## src/rtl/ex_mem_stage_buf.sv

```systemverilog
// Pipeline stage register with a 2-entry skid buffer. Ready to upstream is registered,
// a flush squashes everything in flight, and a saturating counter tracks output stalls.
module ex_mem_stage_buf #(
  parameter int unsigned CTRL_W         = 4,
  parameter int unsigned DATA_W         = 69,
  parameter int unsigned FLUSH_CLR_DATA = 1,
  parameter int unsigned CNT_W          = 16
) (
  input  logic              clk,
  input  logic              reset_n,
  input  logic              flush,
  input  logic              in_valid,
  output logic              in_ready,
  input  logic [CTRL_W-1:0] in_ctrl,
  input  logic [DATA_W-1:0] in_data,
  output logic              out_valid,
  input  logic              out_ready,
  output logic [CTRL_W-1:0] out_ctrl,
  output logic [DATA_W-1:0] out_data,
  output logic [1:0]        occupancy,
  output logic [CNT_W-1:0]  stall_cnt
);

  // The state value is the number of held entries, so it drives occupancy directly.
  typedef enum logic [1:0] {
    EMPTY = 2'd0,
    BUSY  = 2'd1,
    FULL  = 2'd2
  } state_e;

  state_e              st_q, st_d;
  logic [CTRL_W-1:0]   main_ctrl_q, skid_ctrl_q;
  logic [DATA_W-1:0]   main_data_q, skid_data_q;
  logic [CNT_W-1:0]    stall_q;

  logic                main_vld, skid_vld;
  logic                in_xfer, out_xfer;
  logic                load_main_in, load_main_skid, load_skid;

  assign main_vld  = (st_q != EMPTY);
  assign skid_vld  = (st_q == FULL);
  assign in_ready  = !skid_vld;
  assign out_valid = main_vld;
  assign in_xfer   = in_valid & in_ready;
  assign out_xfer  = out_valid & out_ready;

  assign out_ctrl  = main_vld ? main_ctrl_q : '0;
  assign out_data  = main_data_q;
  assign occupancy = 2'(st_q);
  assign stall_cnt = stall_q;

  always_comb begin
    st_d           = st_q;
    load_main_in   = 1'b0;
    load_main_skid = 1'b0;
    load_skid      = 1'b0;
    case (st_q)
      EMPTY: begin
        if (in_xfer) begin
          st_d         = BUSY;
          load_main_in = 1'b1;
        end
      end
      BUSY: begin
        if (in_xfer && !out_xfer) begin
          st_d      = FULL;
          load_skid = 1'b1;
        end else if (out_xfer && !in_xfer) begin
          st_d = EMPTY;
        end else if (in_xfer && out_xfer) begin
          load_main_in = 1'b1;
        end
      end
      FULL: begin
        if (out_xfer) begin
          st_d           = BUSY;
          load_main_skid = 1'b1;
        end
      end
      default: st_d = EMPTY;
    endcase
    // Flush wins over any transfer; an accepted input in this cycle is dropped.
    if (flush) begin
      st_d           = EMPTY;
      load_main_in   = 1'b0;
      load_main_skid = 1'b0;
      load_skid      = 1'b0;
    end
  end

  always_ff @(posedge clk or negedge reset_n) begin
    if (!reset_n) begin
      st_q <= EMPTY;
    end else begin
      st_q <= st_d;
    end
  end

  always_ff @(posedge clk or negedge reset_n) begin
    if (!reset_n) begin
      main_ctrl_q <= '0;
      skid_ctrl_q <= '0;
      main_data_q <= '0;
      skid_data_q <= '0;
    end else if (flush) begin
      main_ctrl_q <= '0;
      skid_ctrl_q <= '0;
      if (FLUSH_CLR_DATA != 0) begin
        main_data_q <= '0;
        skid_data_q <= '0;
      end
    end else begin
      if (load_main_in) begin
        main_ctrl_q <= in_ctrl;
        main_data_q <= in_data;
      end else if (load_main_skid) begin
        main_ctrl_q <= skid_ctrl_q;
        main_data_q <= skid_data_q;
      end
      if (load_skid) begin
        skid_ctrl_q <= in_ctrl;
        skid_data_q <= in_data;
      end
    end
  end

  // Stall counter ignores flush; only reset clears it.
  always_ff @(posedge clk or negedge reset_n) begin
    if (!reset_n) begin
      stall_q <= '0;
    end else if (out_valid && !out_ready && (stall_q != {CNT_W{1'b1}})) begin
      stall_q <= stall_q + 1'b1;
    end
  end

endmodule

```

## config.mk

```make
export PLATFORM = sky130hd
export DESIGN_NAME = ex_mem_stage_buf
export DESIGN_NICKNAME = d
export VERILOG_FILES = /design/src/rtl/ex_mem_stage_buf.sv
export SDC_FILE = /design/constraint.sdc
export NUM_CORES = 1
export LEC_CHECK = 0
export ABC_CLOCK_PERIOD_IN_PS = 2500
export BUFFER_PORTS_ARGS = -buffer_cell sky130_fd_sc_hd__buf_2
export CORE_MARGIN = 5
export CORE_UTILIZATION = 53
export DETAILED_ROUTE_END_ITERATION = 8
export PLACE_DENSITY = 0.8
export SLEW_MARGIN = 20
export SYNTH_ARGS = -nofsm -noshare
export SYNTH_HDL_FRONTEND = slang
export SYNTH_SLANG_ARGS = --single-unit
```

## constraint.sdc

```tcl
create_clock -name clk -period 2.5 [get_ports clk]
set_clock_uncertainty 0.15 [all_clocks]
set_input_delay 0.5 -clock clk [delete_from_list [all_inputs] [get_ports clk]]
set_output_delay 0.5 -clock clk [all_outputs]
set_load 0.02 [all_outputs]
```

==> results of run 1 <==
==> power by group <==
| part | total [uW] | switching, uW | internal, uW |
|---|---|---|---|
| Sequential | 3160 | 218 | 2940 |
| Clock | 2260 | 974 | 1290 |
| Combinational | 1510 | 894 | 612 |
==> layer usage <==
metal	vias to the layer above	global-route usage, %	wire, um
met5	-	0	0
met4	0	8.720	271
met3	22	6.862	1489
met2	252	38.23	8790
met1	2842	32.96	7461
li1	2478	-	-
==> final timing paths <==
check	start	end	slack (ns)	cells after the start
worst max-delay path	occupancy[0]	out_data[3]	0.16	9
worst min-delay path	in_data[9]	skid_data_q[9]	0.16	2
worst max register to register	occupancy[0]	out_data[3]	0.16	9
worst min register to register	skid_data_q[9]	skid_data_q[9]	0.35	1
max in group asynchronous	reset_n	out_data[45]	1.03	3
min in group asynchronous	reset_n	stall_cnt[6]	0.47	2
==> worst reg2reg max path, stage by stage (launching register included) <==
cell and delay [ns]:
dfrtp_1 0.37, inv_1 0.12, nand2_1 0.10, and2_1 0.19
ha_1 0.19, mux2i_1 0.19, o21ba_2 0.19, buf_4 0.35
o21ai_0 0.22, a2bb2oi_1 0.19
==> state kept, by name, summed over array words and instances (netlist names) <==
signal	flops
skid_ctrl_q	4
occupancy	2
main_ctrl_q	4
skid_data_q	69
out_data	69
stall_cnt	16
==> placed cells by master (no fill, tap or decap), types with 3 or more instances in the layout <==
cell and instances:
a2bb2oi_1 73, nor4_1 4, clkbuf_1 3, ha_1 3
nand3_1 4, o21ai_0 73, a22o_1 73, buf_4 12
dfrtp_1 164, inv_1 6, buf_2 169, buf_12 8
nor2_1 8, clkinv_2 7, nor2b_1 5, nor3_1 6
clkbuf_16 17, nand4_1 3, nand2_1 82, xor2_1 13
==> cells by family (layout without fill, tap and decap cells) <==
kind of cell	after synthesis	count (layout)
compound gates	227	227
xor+xnor	15	15
buf+inv	54	226
flops	164	164
mux	3	3
fa+ha+maj	3	3
other cells	0	1
simple gates	123	123
==> cell type report <==
cell class                      instances  area share [%]
Antenna cell                            1         0.02956
Clock buffer                           22           5.482
Clock inverter                          7          0.4138
Inverter                                6          0.2660
Multi-Input combinational cell        371           29.60
Sequential cell                       164           48.47
Tap cell                              172           2.542
Timing Repair Buffer                  191           13.20
==> what timing repair did <==
item                                   4_1_cts  5_1_grt
setup buffers                                0        0
hold buffers                                 1        0
endpoints found under the hold margin       54        0
==> per-stage QoR <==
step | hold slack [ns] | worst slack, ns | total power [uW]
after floorplan | 0.05441 | 0.1476 | 4082
after global placement | 0.3245 | 0.2595 | 4646
after detailed placement | 0.3355 | 0.1962 | 4706
after CTS | 0.1355 | 0.1752 | 7001
after global routing | 0.1479 | 0.02832 | 7241
final | 0.1557 | 0.1625 | 6926
==> metrics list, run 1 <==
- Largest net degree at the start of global routing: 74
- Simple-gate portion of the synthesized area: 8.092%
- Multiplexer area fraction after synthesis: 0.5126%
- Share of the synthesized netlist area taken by xor and xnor gates: 1.922%
- After synthesis, the mean cell area works out to 11.60 um^2.
* Highest attainable clock frequency: 427.8 MHz
- The worst setup path is launched from a register.
* Top cell type by total area after synthesis: dfrtp_1
- Synthesis warning total: 0
- Area delta synth->final: 23.89%
- The tool flagged a number of max-cap violations equal to 0.
- In the final routed layout, each cell accounts on average for 19.29 um.
- Arrival time worst endpoint: between 2 and 3 ns
- Status: completed
* Number of different library cells in the post-synthesis netlist: 38
- Top-area cell type share of the netlist area: about 60%
- In this run the worst path has a maximum fanout of 42.
- The die is approximately 120 um wide.
- The first global-routing pass estimated 29,200 um of wire.
- GRT overflow: 0
- Max-slew headroom: between 60% and 70%
- Via count of the first global-routing pass: about 5,800
- The worst hold path belongs to the class in2reg.
- Post-synthesis cell area: about 7000 um^2
- Fillcell total: between 900 and 1,000
* Cell count after synthesis: between 500 and 600
* Crit-path leading delay family: compound AO/OA/AOI/OAI gates
- Start-to-end type of the worst setup path: reg2reg
* Reg clk slew, reported paths: 0.06 ns
* TritonCTS clock tree: done
- Library cell with the highest instance count after synthesis: dfrtp_1
- Synth Area in Compound Gates: about a quarter
- Final min period: approximately 2.3 ns
- The initial utilization of the core area, before any placement, comes to between 50% and 60%.
* Combined global-route utilization of all metal layers: between 20 and 25%
- The routed layout has between 5,000 and 6,000 vias.
- The final critical path takes up between 90% and 100% of the cycle.
- Setup violations remaining at the end of the flow were counted as 0.
- After detailed placement, the design holds a cell count of ~900.
- Share of post-route cells with drive strength above 1: a little under 30%
* Die area: 15,270 um^2
- Slowest cell delay on critical path: roughly 0.37 ns
- Post-CTS sizing: 0
- Once detailed placement completed, the half-perimeter wirelength came to 11,630 um.
- Setup crit end kind: register
- Clock tree synthesis selected as its root buffer the cell clkbuf_16.
- Reported leakage power: approximately 0.0043 uW
- After synthesis the netlist holds a flip-flop and latch count of 164.
- DRC violations left: 0
- Number of buffer and inverter stages on the critical path: 2
- VDD IR-drop max: a little over 400 uV
* Data required, critical path: roughly 2.7 ns
- Number of antenna violations at the first check in global routing: 0
* Layout Cells excl Fill: roughly 930
- Total Neg Setup Slack: 0 ns
* Port Buffers: 170
- Y dimension of the die: between 100 and 150 um
* Sequential area share after synthesis: approximately three fifths
* ANT nets after route: 0
- Final RePlAce weighted congestion: 0.8511
* Clock buffers created by TritonCTS: 17
- In the synthesized netlist, the cells that appear most often are dfrtp_1, nand2_1, a22o_1, a2bb2oi_1, o21ai_0.
* Unrepaired setup endpoints after global routing: no
* Adder-cell area share of the yosys netlist: 0.5492%
* Footprint of the flip-flops and latches: 4104 um^2
- For this block, the initial DRC count from the detailed router was approximately 500.
* Combinational family with the most area after synthesis: compound AO/OA/AOI/OAI gates
- The final hold violation count is 0.
- Number of enable flip-flop cells after synthesis: 0
* Post-place instance area: 7955 um^2
- Maximum level of the CTS H-tree: 4
- Dividing the detail-routed via count by the number of cells gives roughly 6.0.
- Top Ports: roughly 170
- The core region is 12,620 um^2.
- The floorplan has slightly above 40 rows.
* Synth area leaders: dfrtp_1, a22o_1, a2bb2oi_1, o21ai_0, nand2_1
- Number of iterations in the first detailed-routing pass: 5
* Clock latency reported for the late side of the worst-skew pair: around 0.42 ns
* List of cells traversed by the critical path: inv_1 > nand2_1 > and2_1 > ha_1 > mux2i_1 > o21ba_2 > buf_4 > o21ai_0 > a2bb2oi_1
* Area used by multi-input combinational logic: ~2500 um^2
* Area of all placed cells without fillers: 8467 um^2
- The longest clock path from root to sink contains 2 buffers.
* Number of nets in the synthesized netlist: 670
- Tightest Pin Transition: 0.5490 ns
* Routed WL: 18,010 um
- Count of final max-slew check failures: 0
- Async set-or-reset flop fraction in the synthesized netlist: 100.0%
* Post-layout net count: around 830
* Sink Count: about 160
* Crit-path slowest cell: dfrtp_1
- For this design the ratio of total power to cell area is ~820 nW/um^2.
- For this run, the share of the core covered by cells in the final layout is about two thirds.
- Dominant register cell in the synthesized netlist: dfrtp_1
Note: power is estimated with default switching activity, not from simulation.
==> inputs of run 2 (changes only) <==
- ABC_AREA: default -> 1
- CORE_ASPECT_RATIO: default -> 1.5
- CORE_UTILIZATION: 53 -> 55
==> run 2 against run 1 <==
Effect of this change: register-to-register slack better by 0.05 ns; wire length is 13% higher; sequential cell count stayed put; combinational power is 50% higher; synthesized cell count is 78% higher; sequential power is 7.9% higher; first-iteration DRC count is 13% lower; critical path depth is 2 higher; hold slack better by 0.032 ns; die area is 13% higher; maximum frequency is 2.3% higher; largest cell class unchanged; critical endpoint is now out_data[1]; worst setup slack better by 0.053 ns.
==> metrics list, run 2 <==
* Top-area cell type share of the netlist area: 51.02%
- Across the VDD grid, the largest voltage drop is between 400 and 500 uV.
- Starting density of the core: 55.63%
* Reported leakage power: 0.005287 uW
* Setup crit end kind: register
- For the pin with the worst max-slew slack, the measured transition is just over 0.5 ns.
- Commonest non-fill, non-tap cells in the layout: nand2_1, buf_2, dfrtp_1, nand3_1, inv_1
- Combined global-route utilization of all metal layers: between 20 and 25%
- The number of global-route vias before repair was just under 7,000.
* Hold Crit Class: in2reg
- Cell count after synthesis: about 1,100
- Sequential area share after synthesis: 51.02%
* Antenna diode instance count: 0
* Clock buffers created by TritonCTS: 17
- Highest attainable clock frequency: around 440 MHz
- In this run the tool buffered the top-level ports with 170 buffer cells.
- Async set-or-reset flop fraction in the synthesized netlist: 100.0%
* ANT nets after route: 0
- # Max-Cap Violations: 0
- In this run, distinct cell masters in the synthesized netlist total 27.
* Final RePlAce weighted congestion: just over 0.8
* Post-layout net count: 1,276
- Yosys printed 0 warnings.
- First-iteration detailed-routing DRC count: about 440
- Die area: 17,190 um^2
- Synthesis inferred 164 register bits.
- GRT overflow: 0
* Area delta synth->final: 19.63%
- The die is between 150 and 200 um tall.
* Number of antenna violations at the first check in global routing: 0
- Horiz. Die Dim: approximately 110 um
* Post-synthesis cell area: 8044 um^2
- Across all layers, the routed design uses about 7,200 vias.
- The critical path in this run is classified as reg2reg.
* Max-slew headroom: 65.56%
* Total Neg Setup Slack: 0 ns
* Share of post-route cells with drive strength above 1: about a fifth
* Highest fanout seen on the critical path: 30
* FP Rows: 54
* Wire length of the first global-routing pass: ~33,000 um
- After detailed routing, the number of remaining DRC violations is 0.
* Total of endpoints with negative setup slack in the final report: 0
* Library cell used as clock root buffer: clkbuf_16
* Maximum level of the CTS H-tree: 4
- For the finished layout, the period the worst path requires is 2.284 ns.
- Averaged over all synthesized cells, the footprint is ~7.7 um^2.
- Most instantiated cells after synthesis: nand2_1, dfrtp_1, nand3_1
- The run finished with clean final reports.
- Number of enable flip-flop cells after synthesis: 0
- Reg clk slew, reported paths: about 0.07 ns
- STA classifies the critical path startpoint as a register.
- The most used flip-flop cell after synthesis is dfrtp_1.
- Power per unit of standard cell area: 873.4 nW/um^2
- Dividing the detail-routed wire length by the instance count gives 14.49 um.
* Number of iterations in the first detailed-routing pass: 7
* TritonCTS clock tree: done
- The final critical path takes up between 90% and 100% of the cycle.
- Number of nets in the synthesized netlist: between 1,000 and 1,500
* DP HPWL: 13,030 um
- The final hold violation count was 0.
* Final core utilization: approximately two thirds
- Across all register-to-register paths, the minimum setup slack is 0.22 ns.
- The longest clock path from root to sink contains 2 buffers.
* Count of final max-slew check failures: 0
- In the routed layout, each cell is associated on average with a via count of 5.165.
- The total area inside the core boundary comes to 14,460 um^2.
- Data required, critical path: roughly 2.7 ns
- Library cell with the highest instance count after synthesis: nand2_1
- Most common cell after layout, fill and taps aside: nand2_1
* Largest net degree at the start of global routing: 89
- Summed over all instances, the cell type with the most area after synthesis is dfrtp_1.
- The clock drives around 160 sinks.
- The clock reaches the later pin of the worst-skew pair after slightly above 0.4 ns.
- Unrepaired setup endpoints after global routing: no
- Routed WL: around 20,000 um
- Synth area leaders: dfrtp_1, nand2_1, nand3_1, o21ai_0, inv_1
* Arrival time worst endpoint: 2.48 ns
- In this run the count of I/O pins placed on the die edge is roughly 170.
==> run 2: changes by cell type after synthesis, sizes merged, moves of 6 or more <==
cell     delta
o21ai       +6
a2bb2oi    -73
nand3     +150
xor2       -13
nor3        -6
clkbuf     +11
inv        +91
nand2     +356
nor2       +18
a22o       -73
==> run 2: repair_timing <==
| action | CTS | global route |
|---|---|---|
| endpoints found under the setup margin | 0 | 34 |
| hold buffers | 1 | 0 |
| endpoints found under the hold margin | 45 | 0 |
| buffers inserted | 0 | 0 |
| resized for setup | 0 | 0 |
==> run 2: kinds of logic (layout without fill, tap and decap cells) <==
| group | after synthesis | in the layout | share of synthesized area (%) |
|---|---|---|---|
| compound gates | 82 | 82 | 5.226 |
| fa+ha+maj | 3 | 3 | 0.4667 |
| flops | 164 | 164 | 51.02 |
| buf+inv | 162 | 318 | 10.00 |
| simple gates | 632 | 633 | 32.52 |
| xor+xnor | 7 | 7 | 0.7622 |
==> run 2: final timing paths <==
path	cells after the start	startpoint	end
max in group asynchronous	3	reset_n	out_data[39]
hold / removal	3	in_data[7]	skid_data_q[7]
hold reg to reg	2	out_data[35]	out_data[35]
setup reg to reg	11	occupancy[0]	out_data[1]
min in group asynchronous	2	reset_n	stall_cnt[1]
setup / recovery	11	occupancy[0]	out_data[1]
==> run 2: area by class of cell <==
cell class | count | area [um^2]
fillers | 1292 | 4836
flip-flops and latches | 164 | 4104
multi-input cells | 725 | 3159
repair buffers | 189 | 1127
clock buffers | 21 | 470.5
inverters | 98 | 370.4
well taps | 196 | 245.2
clock inverters | 10 | 146.4
==> run 2: power by group <==
group / internal (uW) / switching (uW)
sequential: 3110 / 299
combinational: 717 / 1550
clock: 1660 / 1070
==> run 2: worst max-delay path: stages, from the launching register on <==
cell and delay, ns:
dfrtp_1 0.44, inv_1 0.15, a21boi_0 0.14, ha_1 0.22
nand2_1 0.08, nand2_2 0.13, nor2_4 0.39, buf_12 0.24
nand2_1 0.07, nand2_1 0.07, nand2_1 0.05, nand2_1 0.06
==> run 2: routing by layer <==
metal / track usage (%) / vias to the layer above / part of all wire, %
met3: 3.264 / 30 / 5.3
met5: 0 / - / 0
met4: 7.942 / 0 / 1.9
met1: 31.45 / 3404 / 41
li1: - / 3570 / -
met2: 42.12 / 243 / 51
==> run 2: metrics by stage <==
step / cells / area (um^2) / setup slack, ns / power, uW / hold WS, ns
after floorplan: 1050 / 8044 / 0.4483 / 4974 / 0.05441
after global placement: 1370 / 8990 / 0.1249 / 5672 / 0.3062
after detailed placement: 1370 / 8990 / 0.05955 / 5717 / 0.3101
after CTS: 1402 / 9617 / 0.09251 / 8456 / 0.1769
after global routing: 1403 / 9623 / 0.05627 / 8877 / 0.1869
final: 1403 / 9623 / 0.2160 / 8404 / 0.1872
